File: config.mk
export PLATFORM = sky130hd
export DESIGN_NAME = ofm_wr_ctrl
export DESIGN_NICKNAME = d
export VERILOG_FILES = /design/src/rtl/ofm_wr_ctrl.sv
export SDC_FILE = /design/constraint.sdc
export NUM_CORES = 2
export LEC_CHECK = 0
export ABC_AREA = 1
export CAP_MARGIN = 30
export CORE_ASPECT_RATIO = 1.5
export CORE_MARGIN = 5
export CORE_UTILIZATION = 55
export DETAILED_ROUTE_END_ITERATION = 10
export PLACE_DENSITY = 0.77
export SETUP_SLACK_MARGIN = 0.1
export SYNTH_ARGS = -nofsm -noshare
export SYNTH_HDL_FRONTEND = slang
export SYNTH_SLANG_ARGS = --single-unit
File: constraint.sdc
create_clock -name clk -period 35.5 [get_ports clk]
set_clock_uncertainty 0.05 [all_clocks]
set_input_delay 7.1 -clock clk [delete_from_list [all_inputs] [get_ports clk]]
set_output_delay 7.1 -clock clk [all_outputs]
set_load 0.005 [all_outputs]
File: src/rtl/ofm_wr_ctrl.sv
// Output-feature-map write-back controller.
// Takes un-stallable pixel beats from the accumulate/bias/ReLU stage, buffers them in a
// small FIFO, and writes them to OFM SRAM over a valid/ready port. Addresses follow a
// channel-group-major layout.
// Ports:
//   clk, rst_n                 clock; synchronous active-low reset
//   i_start                    pulse: latch layer config, begin pass (IDLE only)
//   i_fm_col/i_fm_row/i_ch_grp layer geometry (columns, rows, 32-channel groups)
//   i_layer1                   1: all 32 channels valid, 0: low 16 only
//   i_addr_base                OFM base word address
//   i_acc_data/i_acc_valid     incoming pixel beat
//   o_mem_*/i_mem_ready        SRAM write port (valid/ready)
//   o_busy, o_done             pass in progress / one-cycle completion pulse
//   o_err_ovf, o_err_unexp     sticky errors: buffer overflow / beat outside a pass
module ofm_wr_ctrl #(
  parameter int unsigned DATA_W     = 256,
  parameter int unsigned ADDR_W     = 16,
  parameter int unsigned FIFO_DEPTH = 4
) (
  input  logic                clk,
  input  logic                rst_n,
  input  logic                i_start,
  input  logic [15:0]         i_fm_col,
  input  logic [15:0]         i_fm_row,
  input  logic [7:0]          i_ch_grp,
  input  logic                i_layer1,
  input  logic [ADDR_W-1:0]   i_addr_base,
  input  logic [DATA_W-1:0]   i_acc_data,
  input  logic                i_acc_valid,
  output logic                o_mem_wr_en,
  output logic [ADDR_W-1:0]   o_mem_addr,
  output logic [DATA_W-1:0]   o_mem_wdata,
  output logic [DATA_W/8-1:0] o_mem_wmask,
  input  logic                i_mem_ready,
  output logic                o_busy,
  output logic                o_done,
  output logic                o_err_ovf,
  output logic                o_err_unexp
);

  localparam int unsigned MaskW = DATA_W / 8;
  localparam int unsigned PtrW  = $clog2(FIFO_DEPTH);

  typedef enum logic [1:0] {StIdle, StRun, StDone} state_e;
  state_e state_q, state_d;

  logic              start_cfg;
  logic [15:0]       col_q, row_q;
  logic [7:0]        grp_q;
  logic              layer1_q;
  logic [ADDR_W-1:0] base_q, plane_sz_q, plane_prod;

  logic [15:0]       col_cnt_q, row_cnt_q;
  logic [7:0]        grp_cnt_q;
  logic [ADDR_W-1:0] plane_off_q, row_off_q;

  logic [DATA_W-1:0] fifo_mem [FIFO_DEPTH];
  logic [PtrW:0]     wr_ptr_q, rd_ptr_q;
  logic              fifo_empty, fifo_full;

  logic              out_vld_q;
  logic [DATA_W-1:0] out_data_q, load_data;
  logic [MaskW-1:0]  out_mask_q;

  logic accept, load, push_req, pop, bypass, fifo_wr, ovf_evt, unexp_evt, last_beat;

  // Plane stride is multiplied once per layer at start, never per beat.
  assign plane_prod = ADDR_W'(i_fm_row) * ADDR_W'(i_fm_col);

  assign fifo_empty = (wr_ptr_q == rd_ptr_q);
  assign fifo_full  = (wr_ptr_q[PtrW] != rd_ptr_q[PtrW]) &&
                      (wr_ptr_q[PtrW-1:0] == rd_ptr_q[PtrW-1:0]);

  assign accept    = out_vld_q & i_mem_ready;
  assign load      = ~out_vld_q | accept;
  assign push_req  = i_acc_valid & (state_q == StRun);
  assign pop       = load & ~fifo_empty;
  // An empty path forwards the beat straight to the output stage: one-cycle latency.
  assign bypass    = load & fifo_empty & push_req;
  assign fifo_wr   = push_req & ~bypass & (~fifo_full | pop);
  assign ovf_evt   = push_req & fifo_full & ~pop;
  assign unexp_evt = i_acc_valid & (state_q != StRun);

  assign last_beat = (col_cnt_q == col_q - 16'd1) && (grp_cnt_q == grp_q - 8'd1) &&
                     (row_cnt_q == row_q - 16'd1);

  always_ff @(posedge clk) begin
    if (!rst_n) state_q <= StIdle;
    else        state_q <= state_d;
  end

  always_comb begin
    state_d   = state_q;
    start_cfg = 1'b0;
    o_busy    = 1'b0;
    o_done    = 1'b0;
    unique case (state_q)
      StIdle: begin
        if (i_start) begin
          start_cfg = 1'b1;
          if (i_fm_col == '0 || i_fm_row == '0 || i_ch_grp == '0) state_d = StDone;
          else                                                    state_d = StRun;
        end
      end
      StRun: begin
        o_busy = 1'b1;
        if (accept && last_beat) state_d = StDone;
      end
      StDone: begin
        o_done  = 1'b1;
        state_d = StIdle;
      end
      default: state_d = StIdle;
    endcase
  end

  always_ff @(posedge clk) begin
    if (!rst_n) begin
      col_q      <= '0;
      row_q      <= '0;
      grp_q      <= '0;
      layer1_q   <= 1'b0;
      base_q     <= '0;
      plane_sz_q <= '0;
    end else if (start_cfg) begin
      col_q      <= i_fm_col;
      row_q      <= i_fm_row;
      grp_q      <= i_ch_grp;
      layer1_q   <= i_layer1;
      base_q     <= i_addr_base;
      plane_sz_q <= plane_prod;
    end
  end

  // Column fastest, then channel group, then row; advance only on an accepted write.
  always_ff @(posedge clk) begin
    if (!rst_n || start_cfg) begin
      col_cnt_q   <= '0;
      grp_cnt_q   <= '0;
      row_cnt_q   <= '0;
      plane_off_q <= '0;
      row_off_q   <= '0;
    end else if (accept) begin
      if (col_cnt_q == col_q - 16'd1) begin
        col_cnt_q <= '0;
        if (grp_cnt_q == grp_q - 8'd1) begin
          grp_cnt_q   <= '0;
          plane_off_q <= '0;
          row_cnt_q   <= row_cnt_q + 16'd1;
          row_off_q   <= row_off_q + ADDR_W'(col_q);
        end else begin
          grp_cnt_q   <= grp_cnt_q + 8'd1;
          plane_off_q <= plane_off_q + plane_sz_q;
        end
      end else begin
        col_cnt_q <= col_cnt_q + 16'd1;
      end
    end
  end

  always_ff @(posedge clk) begin
    if (!rst_n) begin
      wr_ptr_q <= '0;
      rd_ptr_q <= '0;
    end else begin
      if (fifo_wr) wr_ptr_q <= wr_ptr_q + 1'b1;
      if (pop)     rd_ptr_q <= rd_ptr_q + 1'b1;
    end
  end

  always_ff @(posedge clk) begin
    if (fifo_wr) fifo_mem[wr_ptr_q[PtrW-1:0]] <= i_acc_data;
  end

  always_comb begin
    load_data = pop ? fifo_mem[rd_ptr_q[PtrW-1:0]] : i_acc_data;
    if (!layer1_q) load_data[DATA_W-1:DATA_W/2] = '0;
  end

  always_ff @(posedge clk) begin
    if (!rst_n) begin
      out_vld_q  <= 1'b0;
      out_data_q <= '0;
      out_mask_q <= '0;
    end else if (load) begin
      out_vld_q <= pop | bypass;
      if (pop || bypass) begin
        out_data_q <= load_data;
        out_mask_q <= layer1_q ? {MaskW{1'b1}} : {{(MaskW/2){1'b0}}, {(MaskW/2){1'b1}}};
      end
    end
  end

  always_ff @(posedge clk) begin
    if (!rst_n || start_cfg) begin
      o_err_ovf   <= 1'b0;
      o_err_unexp <= 1'b0;
    end else begin
      if (ovf_evt)   o_err_ovf   <= 1'b1;
      if (unexp_evt) o_err_unexp <= 1'b1;
    end
  end

  assign o_mem_wr_en = out_vld_q;
  assign o_mem_wdata = out_data_q;
  assign o_mem_wmask = out_mask_q;
  // Counters only move on accept, so the address holds while a write is stalled.
  assign o_mem_addr  = base_q + plane_off_q + row_off_q + ADDR_W'(col_cnt_q);

endmodule

==> flow_metrics.env <==
export IMPL_status="completed"
export IMPL_max_stage_delay_ns=0.52
export IMPL_root_buffer="clkbuf_16"
export IMPL_synth_seq_cells=1440
export IMPL_die_w_um=289
export IMPL_drtIter0Drc=3997
export IMPL_num_vias=47500
export IMPL_synthToLayoutAreaGrowth_pct=18.3
export IMPL_cp_cell_sequence="fa_1 > fa_1 > ha_1 > inv_1 > fa_1 > o21ai_0 > a21boi_0 > o21ai_0 > nand2_1 > nand2_1 > a21oi_1 > o21ai_0 > xor2_1 > clkdlybuf4s50_1"
export IMPL_port_buffers=626
export IMPL_grt_overflow=0
export IMPL_ys_warn_count=0
export IMPL_drive_gt1_share_pct=4.99
export IMPL_hold_buffers=0
export IMPL_yosys_area_top_type="edfxtp_1"
export IMPL_initial_core_util_pct=55.4
export IMPL_grt_max_degree=191
export IMPL_clkTransAtPathRegs_ns=0.06
export IMPL_setup_viol=0
export IMPL_route_detailed_drc=0
export IMPL_nFillCells=8744
export IMPL_worst_pin_slew_ns=1.09
export IMPL_drv_slew=0
export IMPL_setup_slack_ns=23.24
export IMPL_hold_path_class="flip-flop to flip-flop"
export IMPL_synth_edf_count=1024
export IMPL_slowest_stage="dfxtp_1"
export IMPL_dpl_cell_area_um2=71100
export IMPL_min_period_ns=12.26
export IMPL_htreeDepth=4
export IMPL_cts_buffers=136
export IMPL_fin_area_um2=75800
export IMPL_ys_flop_type="edfxtp_1"
export IMPL_cp_arrival_ns=5.11
export IMPL_synthDistinctLibCells=52
export IMPL_core_area_um2=116000
export IMPL_routed_wl_um=179000
export IMPL_synthCells=6086
export IMPL_grt_setup_unrepaired="no"
export IMPL_cap_viol_max_count=0
export IMPL_post_synth_top_count_cell="nand2_1"
export IMPL_critPathKind="flip-flop to primary output"
export IMPL_grt_pass1_wl_um=273000
export IMPL_ant_nets=0
export IMPL_cts_buffer_depth=3
export IMPL_cp_max_fo=5
export IMPL_synth_area_leaders="edfxtp_1 48%, dfxtp_1 13%, nand2_1 6.7%"
export IMPL_cts_resized=0
export IMPL_place_ws_ns=22.55
export IMPL_maxSlewHeadroom_pct=27.6
export IMPL_setup_tns_ns=0
export IMPL_die_area_um2=124000
export IMPL_cts_tree="built"
export IMPL_critPathLaunch="col_cnt_q[1]$_SDFFE_PP0P_"
export IMPL_fmax_ghz=0.0815
export IMPL_gp_congestion=0.922
export IMPL_nets=7032
export IMPL_antenna_found_initial=58
export IMPL_first_pass_iters=6
export IMPL_crit_path_end_kind="primary output"
export IMPL_wl_per_cell_um=21.8
export IMPL_cp_data_required_time_ns=28.35
export IMPL_hp_start="layer1_q$_SDFFE_PN0P_"
export IMPL_timing_final_crit_share_pct=34.5
export IMPL_start_kind="flip-flop"
export IMPL_reg2reg_from="state_q[0]$_SDFFE_PN0P_"
export IMPL_grt_pass1_vias=48000
export IMPL_synth_common_cells="1142 x nand2_1, 1024 x edfxtp_1, 644 x nor2_1"
export IMPL_synth_top_area_share_pct=47.9
export IMPL_peakVddDrop_mv=0.0815
export IMPL_cts_sinks=1440
export IMPL_p_leak_nw=28.9
export IMPL_hold_violations=0
export IMPL_fp_dieH_um=428
export IMPL_fp_row_count=153
export IMPL_io_pins=627
export IMPL_insertion_delay_ns=0.75
export IMPL_synth_cell_area_um2=64100
export IMPL_p_per_area_nw_per_um2=70.5
export IMPL_via_per_inst=5.78
export IMPL_ys_async_sr_fraction_pct=0
export IMPL_ys_seq_area_share_pct=60.9
export IMPL_grtUsageTotal_pct=28.3
export IMPL_postCtsSetupBuffers=0
export IMPL_dp_hpwl_um=112000
export IMPL_synth_nets=6621
export IMPL_syn_avg_cell_area_um2=10.5
[flip-flops by register name, summed over array words and instances (netlist names), 2 cells and up, named ones only]
name and count:
base_q 16, row_off_q 16, o_mem_wmask 2, state_q 2, grp_cnt_q 8, plane_sz_q 16
row_q 16, grp_q 8, wr_ptr_q 3, col_cnt_q 16, row_cnt_q 16, rd_ptr_q 3
plane_off_q 16, o_mem_wdata 256, fifo_mem 1024, col_q 16
[layer usage]
metal / track usage (%) / part of all wire, %
met4: 13.6 / 4.7
met5: 0 / 0.12
met3: 7.91 / 9.1
met1: 33.3 / 37
met2: 47.7 / 49
[kinds of logic (layout without fill, tap and decap cells)]
logic type               after synthesis  after routing  synth area share [%]
other                                  0             44                     0
adder cells (fa/ha/maj)              217            217                  5.54
buffers and inverters                889           1416                  5.61
flip-flops                          1440           1440                  60.9
XOR/XNOR                             138            138                  1.91
AO/OA/AOI/OAI                       1277           1277                  12.5
AND/OR/NAND/NOR                     2125           2125                  13.5
[where the power goes]
part / switching (mW) / total, mW / internal (mW)
registers: 0.103 / 2.02 / 1.92
clock network: 0.640 / 1.48 / 0.838
logic: 1.19 / 1.85 / 0.658
[placed cells by master, fill, tap and decap left out, types with 24 or more instances in the layout]
cell type and instances:
nand2_1 1140, edfxtp_1 1024, nor2_1 638, clkdlybuf4s50_1 625, inv_1 469, dfxtp_1 414
a21oi_1 371, o21ai_0 333, nand3_1 216, clkbuf_16 141, o22ai_1 130, o211ai_1 130
a32o_1 129, a211oi_1 128, fa_1 112, ha_1 105, xor2_1 91, xnor2_1 46
buf_4 45, diode_2 44, clkbuf_1 37, nor3_1 28, a22o_1 27, clkinv_2 24
[layout make-up]
| type | instances | area [µm²] | area share, % |
|---|---|---|---|
| multi-input combinational | 3757 | 21500 | 28.4 |
| tap | 1550 | 1940 | 2.56 |
| inverter | 484 | 1850 | 2.44 |
| antenna | 44 | 110 | 0.145 |
| clock buffer | 190 | 3830 | 5.05 |
| clock inverter | 64 | 719 | 0.949 |
| timing repair buffer | 678 | 6780 | 8.94 |
| sequential | 1440 | 39100 | 51.5 |
[through the flow]
stage          total power, mW  utilization, %  instances  hold WS, ns
3_3_place_gp              3.81            61.4       7905        0.405
4_1_cts                   5.34            65.3       8159        0.427
3_5_place_dp              3.85            61.4       7905        0.417
6_report                  5.34            65.5       8207        0.424
2_1_floorplan             3.25               -       6086        0.383
5_1_grt                   5.64            65.4       8188        0.457
[worst max-delay path, delay by kind of cell (launching register included)]
family                     cells  cell delay, ns
adders and majority gates      4            1.61
AOI/OAI and AO/OA              5            1.30
buffers and inverters          2            0.58
DFF                            1            0.52
xor gates and xnor gates       1            0.19
and+or+nand+nor                2            0.15
[path summary, 6_finish.rpt]
path,endpoint,slack [ns],cells past startpoint
setup reg to reg,fifo_mem[2][251]$_DFFE_PP_,30.58,9
hold reg to reg,layer1_q$_SDFFE_PN0P_,0.42,2
setup / recovery,o_mem_addr[13],23.24,14
hold / removal,layer1_q$_SDFFE_PN0P_,0.42,2
Power figures use the tool's default switching activity.
